==> src/rtl/nrzi_rx_deser.sv <==
// NRZI line receiver: decodes toggle-on-one bits, hunts for a sync word, then
// assembles LSB-first words into a one-entry valid/ready holding register.
module nrzi_rx_deser #(
   parameter int               WIDTH      = 8,
   parameter logic [WIDTH-1:0] SYNC       = 8'hD5,
   parameter logic             IDLE_LEVEL = 1'b0,
   parameter int               IDLE_RUN   = 16
) (
   input  logic             clk,
   input  logic             rst,
   input  logic             bit_en,
   input  logic             line,
   input  logic             flush,
   output logic [WIDTH-1:0] out_data,
   output logic             out_valid,
   input  logic             out_ready,
   output logic             locked,
   output logic             overflow
);

   localparam int CW = (WIDTH > 2) ? $clog2(WIDTH) : 1;
   localparam int ZW = $clog2(IDLE_RUN + 1);
   localparam logic [CW-1:0] LAST_BIT = CW'(WIDTH - 1);

   typedef enum logic {HUNT, LOCKED} state_t;

   state_t           state_reg, state_next;
   logic             prev_line_reg;
   logic [WIDTH-1:0] hunt_reg;
   logic [WIDTH-1:0] asm_reg;
   logic [CW-1:0]    bit_cnt_reg;
   logic [ZW-1:0]    zero_cnt_reg;

   logic             d;
   logic [WIDTH-1:0] hunt_shift;
   logic [WIDTH-1:0] asm_shift;
   logic [ZW-1:0]    zero_next;
   logic             run_out;
   logic             sync_hit;
   logic             word_done;

   assign d          = line ^ prev_line_reg;
   assign hunt_shift = {d, hunt_reg[WIDTH-1:1]};
   assign asm_shift  = {d, asm_reg[WIDTH-1:1]};
   assign zero_next  = d ? '0 : zero_cnt_reg + ZW'(1);
   assign run_out    = (zero_next == ZW'(IDLE_RUN));
   assign sync_hit   = (hunt_shift == SYNC);

   // A bit that ends the idle run discards the word, even on a word boundary.
   assign word_done  = bit_en && !flush && (state_reg == LOCKED) && !run_out
                       && (bit_cnt_reg == LAST_BIT);

   // State register
   always_ff @(posedge clk or negedge rst) begin
      if (!rst) state_reg <= HUNT;
      else      state_reg <= state_next;
   end

   // Next-state logic
   always_comb begin
      state_next = state_reg;
      if (flush) begin
         state_next = HUNT;
      end else if (bit_en) begin
         case (state_reg)
            HUNT:    if (sync_hit) state_next = LOCKED;
            LOCKED:  if (run_out)  state_next = HUNT;
            default: state_next = HUNT;
         endcase
      end
   end

   // Output logic
   always_comb begin
      locked = (state_reg == LOCKED);
   end

   always_ff @(posedge clk or negedge rst) begin
      if (!rst) begin
         prev_line_reg <= IDLE_LEVEL;
         hunt_reg      <= '0;
         asm_reg       <= '0;
         bit_cnt_reg   <= '0;
         zero_cnt_reg  <= '0;
      end else begin
         if (bit_en) prev_line_reg <= line;
         if (flush) begin
            hunt_reg     <= '0;
            asm_reg      <= '0;
            bit_cnt_reg  <= '0;
            zero_cnt_reg <= '0;
         end else if (bit_en) begin
            if (state_reg == HUNT) begin
               hunt_reg     <= hunt_shift;
               asm_reg      <= '0;
               bit_cnt_reg  <= '0;
               zero_cnt_reg <= '0;
            end else if (run_out) begin
               hunt_reg     <= '0;
               asm_reg      <= '0;
               bit_cnt_reg  <= '0;
               zero_cnt_reg <= '0;
            end else begin
               asm_reg      <= asm_shift;
               bit_cnt_reg  <= (bit_cnt_reg == LAST_BIT) ? '0 : bit_cnt_reg + CW'(1);
               zero_cnt_reg <= zero_next;
            end
         end
      end
   end

   // Holding register: a completing word may replace one leaving on the same edge.
   always_ff @(posedge clk or negedge rst) begin
      if (!rst) begin
         out_data  <= '0;
         out_valid <= 1'b0;
         overflow  <= 1'b0;
      end else if (word_done) begin
         if (!out_valid || out_ready) begin
            out_data  <= asm_shift;
            out_valid <= 1'b1;
         end else begin
            overflow  <= 1'b1;
         end
      end else if (out_valid && out_ready) begin
         out_valid <= 1'b0;
      end
   end

endmodule

==> config.mk <==
export PLATFORM = sky130hd
export DESIGN_NAME = nrzi_rx_deser
export DESIGN_NICKNAME = d
export VERILOG_FILES = /design/src/rtl/nrzi_rx_deser.sv
export SDC_FILE = /design/constraint.sdc
export NUM_CORES = 1
export LEC_CHECK = 0
export CORE_ASPECT_RATIO = 1.75
export CORE_UTILIZATION = 50
export CTS_CLUSTER_DIAMETER = 40
export CTS_CLUSTER_SIZE = 28
export DETAILED_ROUTE_END_ITERATION = 6
export PLACE_DENSITY = 0.71
export SETUP_SLACK_MARGIN = 0.15
export SYNTH_ARGS = -nofsm -noshare
export SYNTH_HDL_FRONTEND = slang
export SYNTH_SLANG_ARGS = --single-unit
==> constraint.sdc <==
create_clock -name clk -period 2.2 [get_ports clk]
set_input_delay 0.22 -clock clk [delete_from_list [all_inputs] [get_ports clk]]
set_output_delay 0.22 -clock clk [all_outputs]
set_load 0.02 [all_outputs]
After elaboration in Yosys (flattened, before gate mapping)
Cells that the tools add are included.

operators by class
  reductions and logical operators = 15
  eq/ne operators = 5
  add/sub/neg operators = 2
  multiplexer cells = 26
  bitwise operators = 3

operator list
  operator                                       number
  2-to-1 mux 8 bit                               8
  2-to-1 mux 5 bit                               5
  2-to-1 mux 3 bit                               5
  == test 8 bit, second input constant           1
  AND reduction 2 bit                            4
  2-to-1 mux 1 bit                               7
  adder 5 x 1 -> 5 bit, second input constant    1
  == test 5 bit, second input constant           1
  logical AND 1 bit                              5
  nonzero test 2 bit                             2
  adder 3 x 1 -> 3 bit, second input constant    1
  == test 3 bit, second input constant           1
  zero test 1 bit                                3
  != test 3 x 2 -> 1 bit, second input constant  1
  != test 2 x 1 -> 1 bit, second input constant  1
  NOT 1 bit                                      2
  case mux 1 bit (2 select lines)                1
  logical OR 1 bit                               1
  bitwise XOR 1 bit                              1

storage, ports and cells
  register bits = 36
  output and inout port bits = 11
  input bits = 6

Depth between registers and ports, before layout
Gate-level depths: netlist of the first run.

  depth in word-level cells = 8
  gate-level depth with buffers = 7

Least setup slack after synthesis of the first run
No wires, ideal clock.

  kind = register -> register
  from = reg zero_cnt_reg[0]
  to = reg out_data[0]
  path slack = 0.134 ns
  setup time = 0.125 ns
  stages on the path, launching flop included = 8
  data arrival time = 1.941 ns
  path through = dfrtp_1 ha_1 or2_1 a211oi_1 o211a_1 or3_1 buf_6 mux2_4

on the way
  longest elaborated chain between the ends = 7

ends and longest elaborated chain
  element                               line  RTL
  start, declared                       32    logic [ZW-1:0] zero_cnt_reg;
  start signal, assigned                106   zero_cnt_reg <= zero_next;
  adder 5 x 1 -> 5 bit                  45    assign zero_next = d ? '0 : zero_cnt_reg + ZW'(1);
  2-to-1 mux 5 bit                      45
  == test 5 bit                         46    assign run_out = (zero_next == ZW'(IDLE_RUN));
  zero test 1 bit                       50    assign word_done = bit_en && !flush && (state_reg == LOCKED) && !run_out
  logical AND 1 bit                     50
  logical AND 1 bit                     51    && (bit_cnt_reg == LAST_BIT);
  AND reduction 2 bit (no source line)  --
  end signal, assigned                  120   out_data <= asm_shift;
  end, declared                         14    output logic [WIDTH-1:0] out_data,

Every way passes these cells.
A chain may end at the register's enable or synchronous reset.

Worst setup path in the final report of the first run
Ends and elaborated chain as after synthesis.

==> results of run 1 <==
-- power groups by stage --
stage	Clock [mW]	Combinational [mW]	Sequential [mW]
3_3_place_gp	0	0.0642	0.646
4_1_cts	0.456	0.0658	0.634
3_5_place_dp	0	0.0654	0.646
6_report	0.441	0.0648	0.634
2_1_floorplan	0	0.0316	0.645
5_1_grt	0.483	0.0706	0.634
-- what timing repair did --
item / 4_1_cts / 5_1_grt
pin swaps: 3 / 1
gates resized for setup: 5 / 1
setup endpoints to repair: 8 / 20
cloned: 0 / 0
hold buffers: 0 / 0
setup buffers: 2 / 0
-- per-layer routing --
layer | up-vias | routed length, um | global-route usage, %
met2 | 18 | 1850 | 37.4
met3 | 4 | 94 | 5.29
met5 | - | 0 | 0
met4 | 0 | 47 | 11.2
met1 | 637 | 1420 | 22.4
li1 | 606 | - | -
-- final timing paths --
check / end / startpoint / cells past startpoint
max: out_data[0] / zero_cnt_reg[0] / 7
min: out_valid / rst / 2
max reg2reg: out_data[0] / zero_cnt_reg[0] / 7
min reg2reg: overflow / overflow / 1
max in group asynchronous: bit_cnt_reg[1] / rst / 2
min in group clk: overflow / overflow / 1
-- per-stage QoR --
stage               hold slack, ps  util (%)  power [mW]
floorplan                    -75.6         -       0.677
global placement               440      61.0       0.710
detailed placement             461      61.0       0.711
CTS                            358      65.0        1.16
global route                   383      65.1        1.19
finish                         345      65.1        1.14
-- cells by family (layout without fill, tap and decap cells) --
logic type | count (synthesis) | in the layout
AO/OA/AOI/OAI | 36 | 36
adder cells (fa/ha/maj) | 3 | 3
multiplexers | 9 | 9
buffers and inverters | 10 | 35
flip-flops | 34 | 34
XOR/XNOR | 3 | 3
AND/OR/NAND/NOR | 60 | 60
-- layout make-up --
type | count | area, um^2 | area share [%]
multi-input cells | 111 | 811 | 39.2
flip-flops and latches | 34 | 851 | 41.1
well taps | 43 | 53.8 | 2.60
clock buffers | 6 | 82.6 | 3.99
inverters | 1 | 3.75 | 0.181
repair buffers | 28 | 267 | 12.9
-- worst max-delay path, cell delays in order, from the launching register on --
cell	delay, ps
dfrtp_1	410
ha_4	280
nand2b_4	120
a211oi_2	50
o211a_1	240
or3_4	380
buf_12	150
mux2_4	290
-- layout by cell type, fill, tap and decap left out, types with 2 or more instances in the layout --
master           instances
dfrtp_1                 34
a21oi_1                 19
clkdlybuf4s50_1         16
nor2_1                  10
nor2b_1                 10
buf_4                   10
nand3b_1                 8
mux2_4                   8
clkbuf_8                 6
nand3_1                  5
nor3b_1                  5
a31o_2                   5
nand2_1                  5
nand2b_1                 4
nand4_1                  3
o21ai_0                  3
xnor2_1                  2
a32o_1                   2
nand4b_1                 2
ha_1                     2
==> qor.txt, run 1 <==
Slew headroom = 66.2%
gr ovfl total = 0
Max Clock Skew = 4.11 ps
mapped cell area = 1680 um^2
EDFF count, synth = 0
setup slack, reg-to-reg = 160 ps
First-pass DRT Iterations = 4
final cell count without fillers = 223
async set-reset flop share out of synthesis = 100%
HP Class = in -> async
Worst Setup End Kind = flip-flop
Startpoint Class = flip-flop
Final period util = 92.6%
Inst Count DP = 215
register clock-pin slew on the reported worst setup and hold paths = 60 ps
vias = 1,265
Max IR drop VDD = 0.406 mV
final worst setup slack = 162 ps
post-place setup slack = 63.9 ps
fill count = 277
DP Area = 1940 um^2
combinational share of power = 5.7%
area growth from synthesis to layout = 23.4%
largest family of logic cells by synthesized area = simple AND/OR/NAND/NOR gates
Placeable Area = 3180 um^2
Die W = 45.8 um
Required @ worst endpoint = 2360 ps
num rows = 27
Clk Tree Root Cell = clkbuf_8
CTS tree = built
GP Congestion = 0.719
Switching Share = 21.7%
drt wl/cell = 15.3 um
Synth Area in Compound Gates = 13.5%
# setup viols final = 0
status = completed
initial antenna violation count = 0
commonest cells in the netlist = dfrtp_1, a21oi_1, nor2_1, nor2b_1
Via-to-Cell Ratio = 5.67
DP HPWL = 2.33 mm
Initial Utilization = 52.8%
yosys warns = 0
# IOs = 17
synth top area cells = dfrtp_1, mux2_4, a21oi_1, nor2b_1, nand3b_1
internal power = 893 uW
ant diodes = 0
CTS Buffer Depth = 2
port bufs = 16
Period minus WS final = 2040 ps
xor and xnor area share after synthesis = 1.57%
max FFs per register = 8
H-tree depth = 2
leakage = 0.929 nW
Least-Margin Pin Slew = 506 ps
unrepaired setup endpoints after global routing = true
most common cell in the netlist = dfrtp_1
Sw Pwr = 247 uW
largest net degree at the start of global routing = 37
Skew-Pair Late Insertion Delay = 280 ps
# nets final = 190
Mapped Nets = 164
synth unique cells = 36
number of buffers created by CTS = 5
crit path max fanout = 8
share of cells above drive strength 1 = 20.6%
Total GRT Usage = 21.5%
number of DRC markers in iteration 0 = 27
clock network power share = 38.7%
ys flop type = dfrtp_1
antenna viol nets, final = 0
#FFs+latches synth = 34
Pwr per Cell Area = 551 nW/um^2
Setup CP Type = reg -> reg
global-route wire length before repair = 5.58 mm
sequential area share after synthesis = 50.7%
Final Cell Area = 2070 um^2
max-cap violations = 0
vias in the first global route = 1,253
Max Slew Vio Count = 0
sequential group share of total power = 55.6%
Avg Inst Size Synth = 10.8 um^2
simple-gate share of the synthesized area = 21.4%
final hold violation count = 0
TNS Setup = 0 ps
Clock Sinks = 34
die span in y = 78.6 um
WP data arrival = 2200 ps
fmax = 0.491 GHz
final WL = 3.41 mm
mux contribution to synthesized area = 7.84%
DRC Markers = 0
Synth area leader = dfrtp_1
top cell type's share of synthesized area = 50.7%
Post-Synth Adder-Cell Area = 2.24%
Die Area = 3600 um^2
post-synthesis cell count = 155
No activity file was read; power rests on OpenSTA's default activity.
==> run 2: changes to the inputs <==
Settings changed: CORE_MARGIN set to 2, CTS_CLUSTER_DIAMETER 40 to 100.
==> qor.txt, run 2 (synthesis results as in run 1) <==
crit path max fanout = 8
gr ovfl total = 0
internal power = 869 uW
combinational share of power = 5.8%
Skew-Pair Late Insertion Delay = 290 ps
First-pass DRT Iterations = 4
max FFs per register = 8
share of cells above drive strength 1 = 21.7%
Worst Setup End Kind = flip-flop
Pwr per Cell Area = 539 nW/um^2
Die Area = 3850 um^2
final WL = 3.53 mm
ant diodes = 0
Final period util = 93.1%
DP HPWL = 2.35 mm
number of DRC markers in iteration 0 = 35
DP Area = 1940 um^2
Max Clock Skew = 3.65 ps
Setup CP Type = reg -> reg
# IOs = 17
Required @ worst endpoint = 2370 ps
DRC Markers = 0
most frequent cells in the layout = dfrtp_1, a21oi_1, clkdlybuf4s50_1
num rows = 27
Least-Margin Pin Slew = 582 ps
final hold violation count = 0
Die W = 47.8 um
final worst setup slack = 153 ps
Final Cell Area = 2080 um^2
CTS Buffer Depth = 2
H-tree depth = 2
overall power = 1.12 mW
cts hold-fix bufs = 0
vias in the first global route = 1,284
Max IR drop VDD = 0.486 mV
# setup viols final = 0
reg2reg start = zero_cnt_reg[1]
Final Util = 65.6%
number of buffers created by CTS = 5
Slew headroom = 61.1%
drt wl/cell = 15.5 um
Reg2Reg Depth = 7
Period minus WS final = 2050 ps
leakage = 0.940 nW
Switching Share = 22.5%
TNS Setup = 0 ps
vias = 1,287
Placeable Area = 3180 um^2
sequential group share of total power = 56.6%
Startpoint Class = flip-flop
most common cell after layout, fill and taps aside = dfrtp_1
# nets final = 193
HP Class = in -> async
Max Slew Vio Count = 0
Clk Tree Root Cell = clkbuf_8
die span in y = 80.6 um
initial antenna violation count = 0
Initial Utilization = 52.8%
largest net degree at the start of global routing = 37
area growth from synthesis to layout = 24.3%
max-cap violations = 0
Clock Sinks = 34
Total GRT Usage = 21.2%
CTS tree = built
Via-to-Cell Ratio = 5.67
GP Congestion = 0.734
setup slack, reg-to-reg = 150 ps
unrepaired setup endpoints after global routing = true
port bufs = 16
global-route wire length before repair = 5.78 mm
fmax = 0.488 GHz
RR Endpoint = out_data[7]
antenna viol nets, final = 0
clock network power share = 37.6%
register clock-pin slew on the reported worst setup and hold paths = 60 ps
status = completed
post-place setup slack = 63.4 ps
Sw Pwr = 253 uW
WP data arrival = 2220 ps
==> run 2: layout make-up <==
cell class / instances / area [um^2]
tap: 43 / 53.8
inverter: 1 / 3.75
clock buffer: 7 / 76.3
fill: 270 / 1090
sequential: 34 / 851
timing repair buffer: 31 / 285
multi-input combinational: 111 / 813
==> run 2: stage by stage <==
step	hold slack [ps]	std cells
after floorplan	-75.6	155
after global placement	440	215
after detailed placement	465	215
after CTS	357	225
after global routing	400	227
final	344	227
==> run 2: how the worst max path moves through the flow <==
stage          depth (start not counted)            start  slack (ps)           to
6_report                               7  zero_cnt_reg[1]         150  out_data[7]
5_1_grt                                7  zero_cnt_reg[1]         110  out_data[5]
4_1_cts                                7  zero_cnt_reg[1]         150  out_data[7]
3_5_place_dp                           7  zero_cnt_reg[0]          60  out_data[7]
3_3_place_gp                           7  zero_cnt_reg[0]         130  out_data[0]
2_1_floorplan                          7  zero_cnt_reg[0]         160  out_data[0]
==> run 2: per-layer routing <==
layer  wire length, um  vias to the layer above  global-route usage [%]  share of wire, %
met5                 0                        -                       0                 0
met1              1440                      640                    23.9                41
met2              1880                       25                    34.9                53
met4                84                        0                    9.19               2.4
li1                  -                      615                       -                 -
met3               119                        7                    6.29               3.4
==> run 2: power groups by stage <==
stage | combinational (mW) | sequential (mW) | clock, mW
final | 0.0656 | 0.635 | 0.422
after global routing | 0.0726 | 0.635 | 0.464
after CTS | 0.0671 | 0.635 | 0.433
after detailed placement | 0.0666 | 0.646 | 0
after global placement | 0.0641 | 0.646 | 0
after floorplan | 0.0316 | 0.645 | 0
==> run 2: repair_timing <==
item | in CTS | in global routing
hold endpoints to repair | 0 | 0
buffers inserted | 3 | 2
pin swaps | 3 | 3
setup endpoints to repair | 8 | 23
resized for setup | 3 | 2
==> run 2: worst max-delay path: stages, from the launching register on <==
cell and delay [ps]:
dfrtp_1 410, ha_4 280, nand2b_4 120, nor2_2 50
o211a_1 240, or3_4 380, buf_12 150, mux2_4 290
==> run 3: changes to the inputs <==
Settings changed: CTS_CLUSTER_SIZE 28 to unset, TNS_END_PERCENT set to 20.
==> results of run 3 <==
Same layout as run 2: the final DEF is identical, and so are final timing and power.
